[config.mk]
export PLATFORM = sky130hd
export DESIGN_NAME = keyboard_decoder_flat
export DESIGN_NICKNAME = d
export VERILOG_FILES = /design/src/rtl/kbd_pkg.sv /design/src/rtl/keyboard_decoder_if.sv /design/src/rtl/kbd_ascii_map.sv /design/src/rtl/keyboard_decoder.sv /design/src/flat_wrapper.sv
export SDC_FILE = /design/constraint.sdc
export NUM_CORES = 1
export LEC_CHECK = 0
export ABC_AREA = 1
export BUFFER_PORTS_ARGS = -buffer_cell sky130_fd_sc_hd__buf_2
export CORE_MARGIN = 4
export CORE_UTILIZATION = 55
export DETAILED_ROUTE_END_ITERATION = 10
export PLACE_DENSITY = 0.76
export SKIP_CTS_REPAIR_TIMING = 1
export SLEW_MARGIN = 40
export SYNTH_ARGS = -nofsm -noshare
export SYNTH_HDL_FRONTEND = slang
export SYNTH_HIERARCHICAL = 1
export SYNTH_SLANG_ARGS = --single-unit
[constraint.sdc]
create_clock -name fclk -period 2.39 [get_ports fclk]
set_input_delay 0.5975 -clock fclk [delete_from_list [all_inputs] [get_ports fclk]]
set_output_delay 0.5975 -clock fclk [all_outputs]
set_load 0.005 [all_outputs]
[src/rtl/kbd_pkg.sv]
// rtl/kbd_pkg.sv - shared constants, FSM encoding and flag indices for keyboard_decoder
package kbd_pkg;

  localparam logic [7:0] KB_PFX_EXT   = 8'hE0;
  localparam logic [7:0] KB_PFX_BRK   = 8'hF0;
  localparam logic [7:0] KB_SC_LSHIFT = 8'h12;
  localparam logic [7:0] KB_SC_RSHIFT = 8'h59;

  typedef enum logic [1:0] {
    ST_IDLE    = 2'd0,
    ST_CAPTURE = 2'd1,
    ST_ACK     = 2'd2
  } kbd_state_e;

  localparam int FLG_BRK   = 2;
  localparam int FLG_EXT   = 1;
  localparam int FLG_SHIFT = 0;

endpackage

[src/rtl/keyboard_decoder_if.sv]
// rtl/keyboard_decoder_if.sv - receiver handshake and CPU event-port bundle for keyboard_decoder
interface keyboard_decoder_if #(
  parameter int DEPTH = 4
);
  localparam int CW = $clog2(DEPTH) + 1;

  logic          kb_ready;
  logic [7:0]    kb_code;
  logic          kb_rdn;
  logic          cpu_rd;
  logic          evt_valid;
  logic [2:0]    evt_flags;
  logic [7:0]    evt_code;
  logic [7:0]    evt_ascii;
  logic [CW-1:0] fifo_count;
  logic          overflow;

  modport master (
    output kb_ready, kb_code, cpu_rd,
    input  kb_rdn, evt_valid, evt_flags, evt_code, evt_ascii, fifo_count, overflow
  );

  modport slave (
    input  kb_ready, kb_code, cpu_rd,
    output kb_rdn, evt_valid, evt_flags, evt_code, evt_ascii, fifo_count, overflow
  );
endinterface

[src/rtl/kbd_ascii_map.sv]
// rtl/kbd_ascii_map.sv - combinational set-2 scancode to ASCII lookup (letters, digits, space, enter)
module kbd_ascii_map
  import kbd_pkg::*;
(
  input  logic [7:0] code,
  input  logic       shift,
  output logic [7:0] ascii
);

  logic [7:0] base;

  always_comb begin
    base = 8'h00;
    case (code)
      8'h1C: base = 8'h61;  8'h32: base = 8'h62;  8'h21: base = 8'h63;  8'h23: base = 8'h64;
      8'h24: base = 8'h65;  8'h2B: base = 8'h66;  8'h34: base = 8'h67;  8'h33: base = 8'h68;
      8'h43: base = 8'h69;  8'h3B: base = 8'h6A;  8'h42: base = 8'h6B;  8'h4B: base = 8'h6C;
      8'h3A: base = 8'h6D;  8'h31: base = 8'h6E;  8'h44: base = 8'h6F;  8'h4D: base = 8'h70;
      8'h15: base = 8'h71;  8'h2D: base = 8'h72;  8'h1B: base = 8'h73;  8'h2C: base = 8'h74;
      8'h3C: base = 8'h75;  8'h2A: base = 8'h76;  8'h1D: base = 8'h77;  8'h22: base = 8'h78;
      8'h35: base = 8'h79;  8'h1A: base = 8'h7A;
      8'h45: base = 8'h30;  8'h16: base = 8'h31;  8'h1E: base = 8'h32;  8'h26: base = 8'h33;
      8'h25: base = 8'h34;  8'h2E: base = 8'h35;  8'h36: base = 8'h36;  8'h3D: base = 8'h37;
      8'h3E: base = 8'h38;  8'h46: base = 8'h39;
      8'h29: base = 8'h20;
      8'h5A: base = 8'h0D;
      default: base = 8'h00;
    endcase
  end

  // Shift only changes case of letters; digits, space and enter are unaffected.
  assign ascii = (shift && base >= 8'h61 && base <= 8'h7A) ? (base - 8'h20) : base;

endmodule

[src/rtl/keyboard_decoder.sv]
// rtl/keyboard_decoder.sv - PS/2 scancode decoder with event FIFO; define KBD_ASCII_EN for ASCII lookup
module keyboard_decoder
  import kbd_pkg::*;
#(
  parameter int DEPTH = 4
)
(
  input  logic               fclk,
  input  logic               rst,
  keyboard_decoder_if.slave  bus
);

  localparam int PW = $clog2(DEPTH);
  localparam int CW = PW + 1;
  localparam logic [CW-1:0] FULL_CNT = CW'(DEPTH);

  kbd_state_e state, state_nxt;
  logic       latch_en, capture, rdn;

  logic [7:0] byte_q;
  logic       ext_pend, brk_pend, shift_q;
  logic       is_ext, is_brk, is_shift, push;
  logic [2:0] flags_in;

  logic [2:0]    flag_mem [DEPTH];
  logic [7:0]    code_mem [DEPTH];
  logic [PW-1:0] wr_ptr, rd_ptr;
  logic [CW-1:0] count;
  logic          ovf_q, full, empty, pop, wr_en;

  always_ff @(posedge fclk or negedge rst) begin
    if (!rst) state <= ST_IDLE;
    else      state <= state_nxt;
  end

  always_comb begin
    state_nxt = state;
    case (state)
      ST_IDLE:    if (bus.kb_ready) state_nxt = ST_CAPTURE;
      ST_CAPTURE: state_nxt = ST_ACK;
      ST_ACK:     if (!bus.kb_ready) state_nxt = ST_IDLE;
      default:    state_nxt = ST_IDLE;
    endcase
  end

  always_comb begin
    latch_en = 1'b0;
    capture  = 1'b0;
    rdn      = 1'b0;
    case (state)
      ST_IDLE:    latch_en = bus.kb_ready;
      ST_CAPTURE: capture  = 1'b1;
      ST_ACK:     rdn      = 1'b1;
      default:    ;
    endcase
  end

  always_ff @(posedge fclk or negedge rst) begin
    if (!rst)          byte_q <= 8'h00;
    else if (latch_en) byte_q <= bus.kb_code;
  end

  assign is_ext   = (byte_q == KB_PFX_EXT);
  assign is_brk   = (byte_q == KB_PFX_BRK);
  assign is_shift = (byte_q == KB_SC_LSHIFT) || (byte_q == KB_SC_RSHIFT);
  assign push     = capture && !is_ext && !is_brk;

  always_comb begin
    flags_in            = 3'b000;
    flags_in[FLG_BRK]   = brk_pend;
    flags_in[FLG_EXT]   = ext_pend;
    flags_in[FLG_SHIFT] = shift_q;
  end

  // Pushed shift bit is the pre-update value; extended shift codes never touch shift state.
  always_ff @(posedge fclk or negedge rst) begin
    if (!rst) begin
      ext_pend <= 1'b0;
      brk_pend <= 1'b0;
      shift_q  <= 1'b0;
    end else if (capture) begin
      if (is_ext) begin
        ext_pend <= 1'b1;
      end else if (is_brk) begin
        brk_pend <= 1'b1;
      end else begin
        ext_pend <= 1'b0;
        brk_pend <= 1'b0;
        if (!ext_pend && is_shift) shift_q <= !brk_pend;
      end
    end
  end

  assign full  = (count == FULL_CNT);
  assign empty = (count == '0);
  assign pop   = bus.cpu_rd && !empty;
  assign wr_en = push && (!full || pop);

  always_ff @(posedge fclk) begin
    if (wr_en) begin
      flag_mem[wr_ptr] <= flags_in;
      code_mem[wr_ptr] <= byte_q;
    end
  end

  always_ff @(posedge fclk or negedge rst) begin
    if (!rst) begin
      wr_ptr <= '0;
      rd_ptr <= '0;
      count  <= '0;
      ovf_q  <= 1'b0;
    end else begin
      if (wr_en) wr_ptr <= wr_ptr + PW'(1);
      if (pop)   rd_ptr <= rd_ptr + PW'(1);
      case ({wr_en, pop})
        2'b10:   count <= count + CW'(1);
        2'b01:   count <= count - CW'(1);
        default: ;
      endcase
      if (push && full && !pop) ovf_q <= 1'b1;
    end
  end

  assign bus.kb_rdn     = rdn;
  assign bus.evt_valid  = !empty;
  assign bus.evt_flags  = empty ? 3'b000 : flag_mem[rd_ptr];
  assign bus.evt_code   = empty ? 8'h00 : code_mem[rd_ptr];
  assign bus.fifo_count = count;
  assign bus.overflow   = ovf_q;

`ifdef KBD_ASCII_EN
  logic [7:0] ascii_map, ascii_in;
  logic [7:0] ascii_mem [DEPTH];

  kbd_ascii_map u_ascii_map (
    .code  (byte_q),
    .shift (shift_q),
    .ascii (ascii_map)
  );

  assign ascii_in = ext_pend ? 8'h00 : ascii_map;

  always_ff @(posedge fclk) begin
    if (wr_en) ascii_mem[wr_ptr] <= ascii_in;
  end

  assign bus.evt_ascii = empty ? 8'h00 : ascii_mem[rd_ptr];
`else
  assign bus.evt_ascii = 8'h00;
`endif

endmodule
[src/flat_wrapper.sv]
// flat-port wrapper written by rule: the top's interface ports become plain ports
module keyboard_decoder_flat import kbd_pkg::*;
#(
  parameter int DEPTH = 4
)
  (fclk, rst, bus_kb_ready, bus_kb_code, bus_cpu_rd, bus_kb_rdn, bus_evt_valid, bus_evt_flags, bus_evt_code, bus_evt_ascii, bus_fifo_count, bus_overflow);
  keyboard_decoder_if #(.DEPTH(DEPTH)) bus_i ();
  input  logic fclk;
  input  logic rst;
  input wire logic [$bits(bus_i.kb_ready)-1:0] bus_kb_ready;
  input wire logic [$bits(bus_i.kb_code)-1:0] bus_kb_code;
  input wire logic [$bits(bus_i.cpu_rd)-1:0] bus_cpu_rd;
  output wire logic [$bits(bus_i.kb_rdn)-1:0] bus_kb_rdn;
  output wire logic [$bits(bus_i.evt_valid)-1:0] bus_evt_valid;
  output wire logic [$bits(bus_i.evt_flags)-1:0] bus_evt_flags;
  output wire logic [$bits(bus_i.evt_code)-1:0] bus_evt_code;
  output wire logic [$bits(bus_i.evt_ascii)-1:0] bus_evt_ascii;
  output wire logic [$bits(bus_i.fifo_count)-1:0] bus_fifo_count;
  output wire logic [$bits(bus_i.overflow)-1:0] bus_overflow;
  assign bus_i.kb_ready = bus_kb_ready;
  assign bus_i.kb_code = bus_kb_code;
  assign bus_i.cpu_rd = bus_cpu_rd;
  assign bus_kb_rdn = bus_i.kb_rdn;
  assign bus_evt_valid = bus_i.evt_valid;
  assign bus_evt_flags = bus_i.evt_flags;
  assign bus_evt_code = bus_i.evt_code;
  assign bus_evt_ascii = bus_i.evt_ascii;
  assign bus_fifo_count = bus_i.fifo_count;
  assign bus_overflow = bus_i.overflow;
  keyboard_decoder #(.DEPTH(DEPTH)) u_core (.fclk(fclk), .rst(rst), .bus(bus_i));
endmodule
==> results of run 1 <==
[state kept, by name, indices dropped and copies added (netlist names)]
| name | cells |
|---|---|
| u_core/wr_ptr | 2 |
| u_core/brk_pend | 1 |
| u_core/shift_q | 1 |
| u_core/state | 2 |
| u_core/bus.overflow | 1 |
| u_core/byte_q | 8 |
| u_core/ext_pend | 1 |
| u_core/flag_mem | 12 |
| u_core/bus.fifo_count | 3 |
| u_core/code_mem | 32 |
| u_core/rd_ptr | 2 |
[final cells by class]
class,count,area [sq um]
flip-flops and latches,65,1850
clock buffers,16,170
multi-input cells,175,872
inverters,28,105
repair buffers,36,200
fillers,422,1830
well taps,70,87.6
[cells by family after synthesis]
kind of cell,count (synthesis),synth area share [%]
and+or+nand+nor,114,17.5
DFF,65,63.4
AOI/OAI and AO/OA,44,7.64
buffers and inverters,44,7.60
adders and majority gates,6,2.83
xor gates and xnor gates,3,0.902
other,1,0.129
[metal layers]
layer  GRT usage (%)  vias to the layer above
met4            8.61                        0
met1            23.4                      897
met5               0                        -
li1                -                      964
met3            5.21                       11
met2            28.3                       46
[worst max-delay path: cells and delay by family, from the launching register on]
family	cells	cell delay (ns)
flops	1	0.41
simple gates	2	0.27
buf+inv	2	0.48
compound gates	1	0.12
[per-stage QoR]
step	utilization, %	power (mW)
after floorplan	-	2.91
after global placement	60.9	3.37
after detailed placement	60.9	3.45
after CTS	64.3	4.25
after global routing	64.3	4.55
final	64.3	4.20
[report_power, final]
group          switching (mW)  internal, mW  total (mW)
sequential              0.247          1.60        1.85
clock                   0.355         0.436       0.791
combinational           0.963         0.597        1.56
total                    1.56          2.63        4.20
[layout by cell type, fill, tap and decap left out, types with 2 or more instances in the layout]
cell / Yosys / layout
o21ai_1: 19 / 19
inv_1: 27 / 27
o21ai_0: 11 / 11
conb_1: 1 / 8
clkbuf_1: 0 / 5
a21oi_1: 13 / 13
nor2_1: 63 / 63
xor2_1: 2 / 2
edfxtp_1: 44 / 44
buf_2: 2 / 28
dfrtp_1: 21 / 21
nand2_1: 38 / 38
nand2_2: 2 / 2
nand4_1: 3 / 3
buf_4: 10 / 8
ha_1: 5 / 5
clkbuf_8: 0 / 11
nor2_4: 4 / 4
[final timing paths]
path                                                   endpoint  slack (ns)
setup / recovery                                bus_evt_code[0]        0.18
hold / removal                     u_core/byte_q[4]$_DFFE_PN0P_        0.22
setup reg to reg           u_core/bus.fifo_count[2]$_DFFE_PN0P_        0.22
hold reg to reg                 u_core/bus.overflow$_DFFE_PN0P_        0.50
max in group asynchronous            u_core/shift_q$_DFFE_PN0P_        1.84
min in group fclk                  u_core/byte_q[4]$_DFFE_PN0P_        0.46
==> reports/results.ini, run 1 <==
[final_layout]
layout-drive-gt1-share_pct = 17.8
syn2layout_area_growth_pct = 12.6
finalInstanceArea_sq_um = 3280
diodes = 0
nets = 333
final_cell_count_no_fill = 390

[critical_path]
cp-start-kind = flop
crit_chain = nor2_1, nand2_1, inv_1, a21oi_1, buf_2
arrival_ns = 1.61
max_stage_delay_ns = 0.41
crit_required_ns = 1.79
rr_worst_depth = 10
crit_fanout = 11
path_class = reg -> out
crit_slowest_cell = dfrtp_1
end_kind = output port
cp-startpoint = u_core/bus.fifo_count[0]$_DFFE_PN0P_
r2r_start = u_core/byte_q[5]$_DFFE_PN0P_

[routing]
routed_wl_mm = 5.22
drt_first_pass_iters = 4
dr_total_vias = 1918
wl_per_cell_microns = 13.4
route.met2.wl_mm = 2.53
m1WireLength_mm = 2.27
drt-initial-drc-count = 113
viasPerCell = 4.92
ant_nets = 0
drc = 0
routed.top_layer = met4
wl_met3_microns = 324

[grt]
grt_start_max_net_pins = 24
first_global_vias = 1832
grt_antenna_before_repair = 0
overflow = 0
grt_util_all_layers_pct = 18.1
grt_pass1_wl_mm = 8.54

[sta]
holdWs_ns = 0.222
rsz0062_at_grt = no
setup_slack_ns = 0.184
final-hold-violation-count = 0
final.setup.tns_ns = 0
slew_viol_final = 0
setup_viol_count_final = 0
min_period_ns = 2.21
skew_ns = 0.00720
max_freq_mhz = 453
finalCritPeriodShare_pct = 92.3

[placement]
place_area_sq_um = 3110
place_ws_ns = 0.166
dp_cells = 374
routabilityCongestion = 0.766
hpwl_mm = 3.53
io_buffer_count = 28

[power]
max-vdd-ir-drop_mv = 0.576
power.leakage_nw = 1.41
p_per_area_nw_per_um2 = 1280

[synth]
syn-cell-area_sq_um = 2910
synth_top_area_cell = edfxtp_1
yosysUniqueCellTypes = 27
yosysWarnings = 6
synth.most_common_cell = nor2_1
synth_top_area_share_pct = 45.3
synthCells = 277
synth_common_cells = nor2_1, edfxtp_1, nand2_1, inv_1, dfrtp_1
yosysSeqAreaShare_pct = 63.4
syn_area_per_cell_sq_um = 10.5
synthArstFlopShare_pct = 32.3
yosys-top-cells-area = edfxtp_1, dfrtp_1, nor2_1
synth_edf_count = 44
ys_seq_elements = 65
synth_ff_type = edfxtp_1

[min_path]
hold_path.class = in -> async

[cts]
clock_latency_ns = 0.33
cts_tree = built
numClockSinks = 65
h-tree-depth = 3
cts-root-buf = clkbuf_8
clockBufferDepth = 2
cts_buffers = 9
clkSlewWorstSetupHoldPaths_ns = 0.06

[run]
drv_cap = 0

[floorplanning]
ios = 37
initial_core_util_pct = 57.1
rows = 26
dieArea_sq_um = 6530
die_w_microns = 80.8
core_sq_um = 5110
fp.dieH_microns = 80.8

[run_status]
status = complete, no violations

Note: power is estimated with default switching activity, not from simulation.
==> inputs of run 2 (changes only) <==
- clock period: 2.39 -> 2.9 ns (I/O delays scaled with it)
==> reports/results.ini, run 2 (synthesized netlist as in run 1, its figures left out) <==
[floorplanning]
die_w_microns = 80.8
ios = 37
rows = 26
dieArea_sq_um = 6530
core_sq_um = 5110
fp.dieH_microns = 80.8
initial_core_util_pct = 57.1

[final_layout]
layout-drive-gt1-share_pct = 17.6
regMostFlops = u_core/code_mem
fillers = 422
nets = 331
syn2layout_area_growth_pct = 12.4
regArea_sq_um = 1850
layout_common_cells = nor2_1, edfxtp_1, nand2_1
largest_reg_flops = 32
multi_input_area_sq_um = 872
diodes = 0
layout_commonest_cell = nor2_1
largest_registers = u_core/code_mem: 32 flops, u_core/flag_mem: 12 flops, u_core/byte_q: 8 flops

[cts]
numClockSinks = 65
h-tree-depth = 3
cts_buffers = 9
cts-root-buf = clkbuf_8
clock_latency_ns = 0.33
clkSlewWorstSetupHoldPaths_ns = 0.07
clockBufferDepth = 2
cts_tree = built

[critical_path]
r2r_start = u_core/byte_q[1]$_DFFE_PN0P_
cp-start-kind = flop
crit_required_ns = 2.17
timing.rr.end = u_core/bus.fifo_count[2]$_DFFE_PN0P_
r2r_setup_slack_ns = 0.73
end_kind = output port
path_class = reg -> out
rr_worst_depth = 11
crit_fanout = 23
arrival_ns = 1.74

[grt]
grt_util_all_layers_pct = 18.0
overflow = 0
grt_antenna_before_repair = 0
grt_start_max_net_pins = 24
grt_pass1_wl_mm = 8.49
first_global_vias = 1837

[sta]
rsz0062_at_grt = no
finalCritPeriodShare_pct = 84.9
max_freq_mhz = 406
holdWs_ns = 0.342
final-hold-violation-count = 0
skew_ns = 0.00530
setup_viol_count_final = 0
min_period_ns = 2.46
slew_viol_final = 0
final.setup.tns_ns = 0

[power]
max-vdd-ir-drop_mv = 0.457
power.leakage_nw = 1.41
p_per_area_nw_per_um2 = 1060
power.total_mw = 3.48

[run_status]
status = complete, no violations

[routing]
drt-initial-drc-count = 119
routed_wl_mm = 5.35
wl_per_cell_microns = 13.8
dr_total_vias = 1900
viasPerCell = 4.90
drt_first_pass_iters = 4
drc = 0
ant_nets = 0

[placement]
hpwl_mm = 3.60
routabilityCongestion = 0.758
io_buffer_count = 28

[run]
drv_cap = 0

[min_path]
hold_path.class = in -> async

[run 2: report_power, final]
part / internal, mW / total [mW] / switching [mW]
Sequential: 1.32 / 1.56 / 0.236
Clock: 0.392 / 0.695 / 0.303
Combinational: 0.471 / 1.22 / 0.754
Total: 2.18 / 3.48 / 1.29
[run 2: worst max-delay path by stage]
stage,from,to,slack [ns],cells past startpoint
2_1_floorplan,bus_cpu_rd,u_core/bus.fifo_count[2]$_DFFE_PN0P_,0.80,9
3_3_place_gp,bus_cpu_rd,u_core/bus.fifo_count[2]$_DFFE_PN0P_,0.61,10
3_5_place_dp,bus_cpu_rd,u_core/bus.fifo_count[2]$_DFFE_PN0P_,0.56,10
4_1_cts,u_core/rd_ptr[0]$_DFFE_PN0P_,bus_evt_code[0],0.42,4
5_1_grt,u_core/rd_ptr[0]$_DFFE_PN0P_,bus_evt_flags[2],0.25,6
6_report,u_core/rd_ptr[0]$_DFFE_PN0P_,bus_evt_code[7],0.44,4
[run 2: worst max-delay path, cell delays in order (launching register included)]
cell	delay, ns
dfrtp_1	0.54
inv_2	0.37
o21ai_0	0.15
a21oi_1	0.20
buf_2	0.14
[run 2: cell type report]
cell class	instances	area share (%)
flip-flops and latches	65	56.4
multi-input cells	175	26.6
repair buffers	34	5.65
clock buffers	12	4.13
inverters	28	3.21
well taps	70	2.67
clock inverters	4	1.34
[run 2: metrics by stage]
step | instances | util, % | setup WS, ns | area [sq um]
2_1_floorplan | 284 | - | 0.795 | 2940
3_3_place_gp | 372 | 60.6 | 0.605 | 3100
3_5_place_dp | 372 | 60.6 | 0.561 | 3100
4_1_cts | 388 | 64.1 | 0.423 | 3280
5_1_grt | 388 | 64.1 | 0.250 | 3280
6_report | 388 | 64.1 | 0.437 | 3280
[run 2: layer usage]
metal | GRT usage, % | vias to the layer above | wire (microns)
met3 | 3.33 | 10 | 204
met2 | 30.9 | 46 | 2720
li1 | - | 962 | -
met1 | 21.7 | 882 | 2320
met5 | 0 | - | 0
met4 | 9.46 | 0 | 98
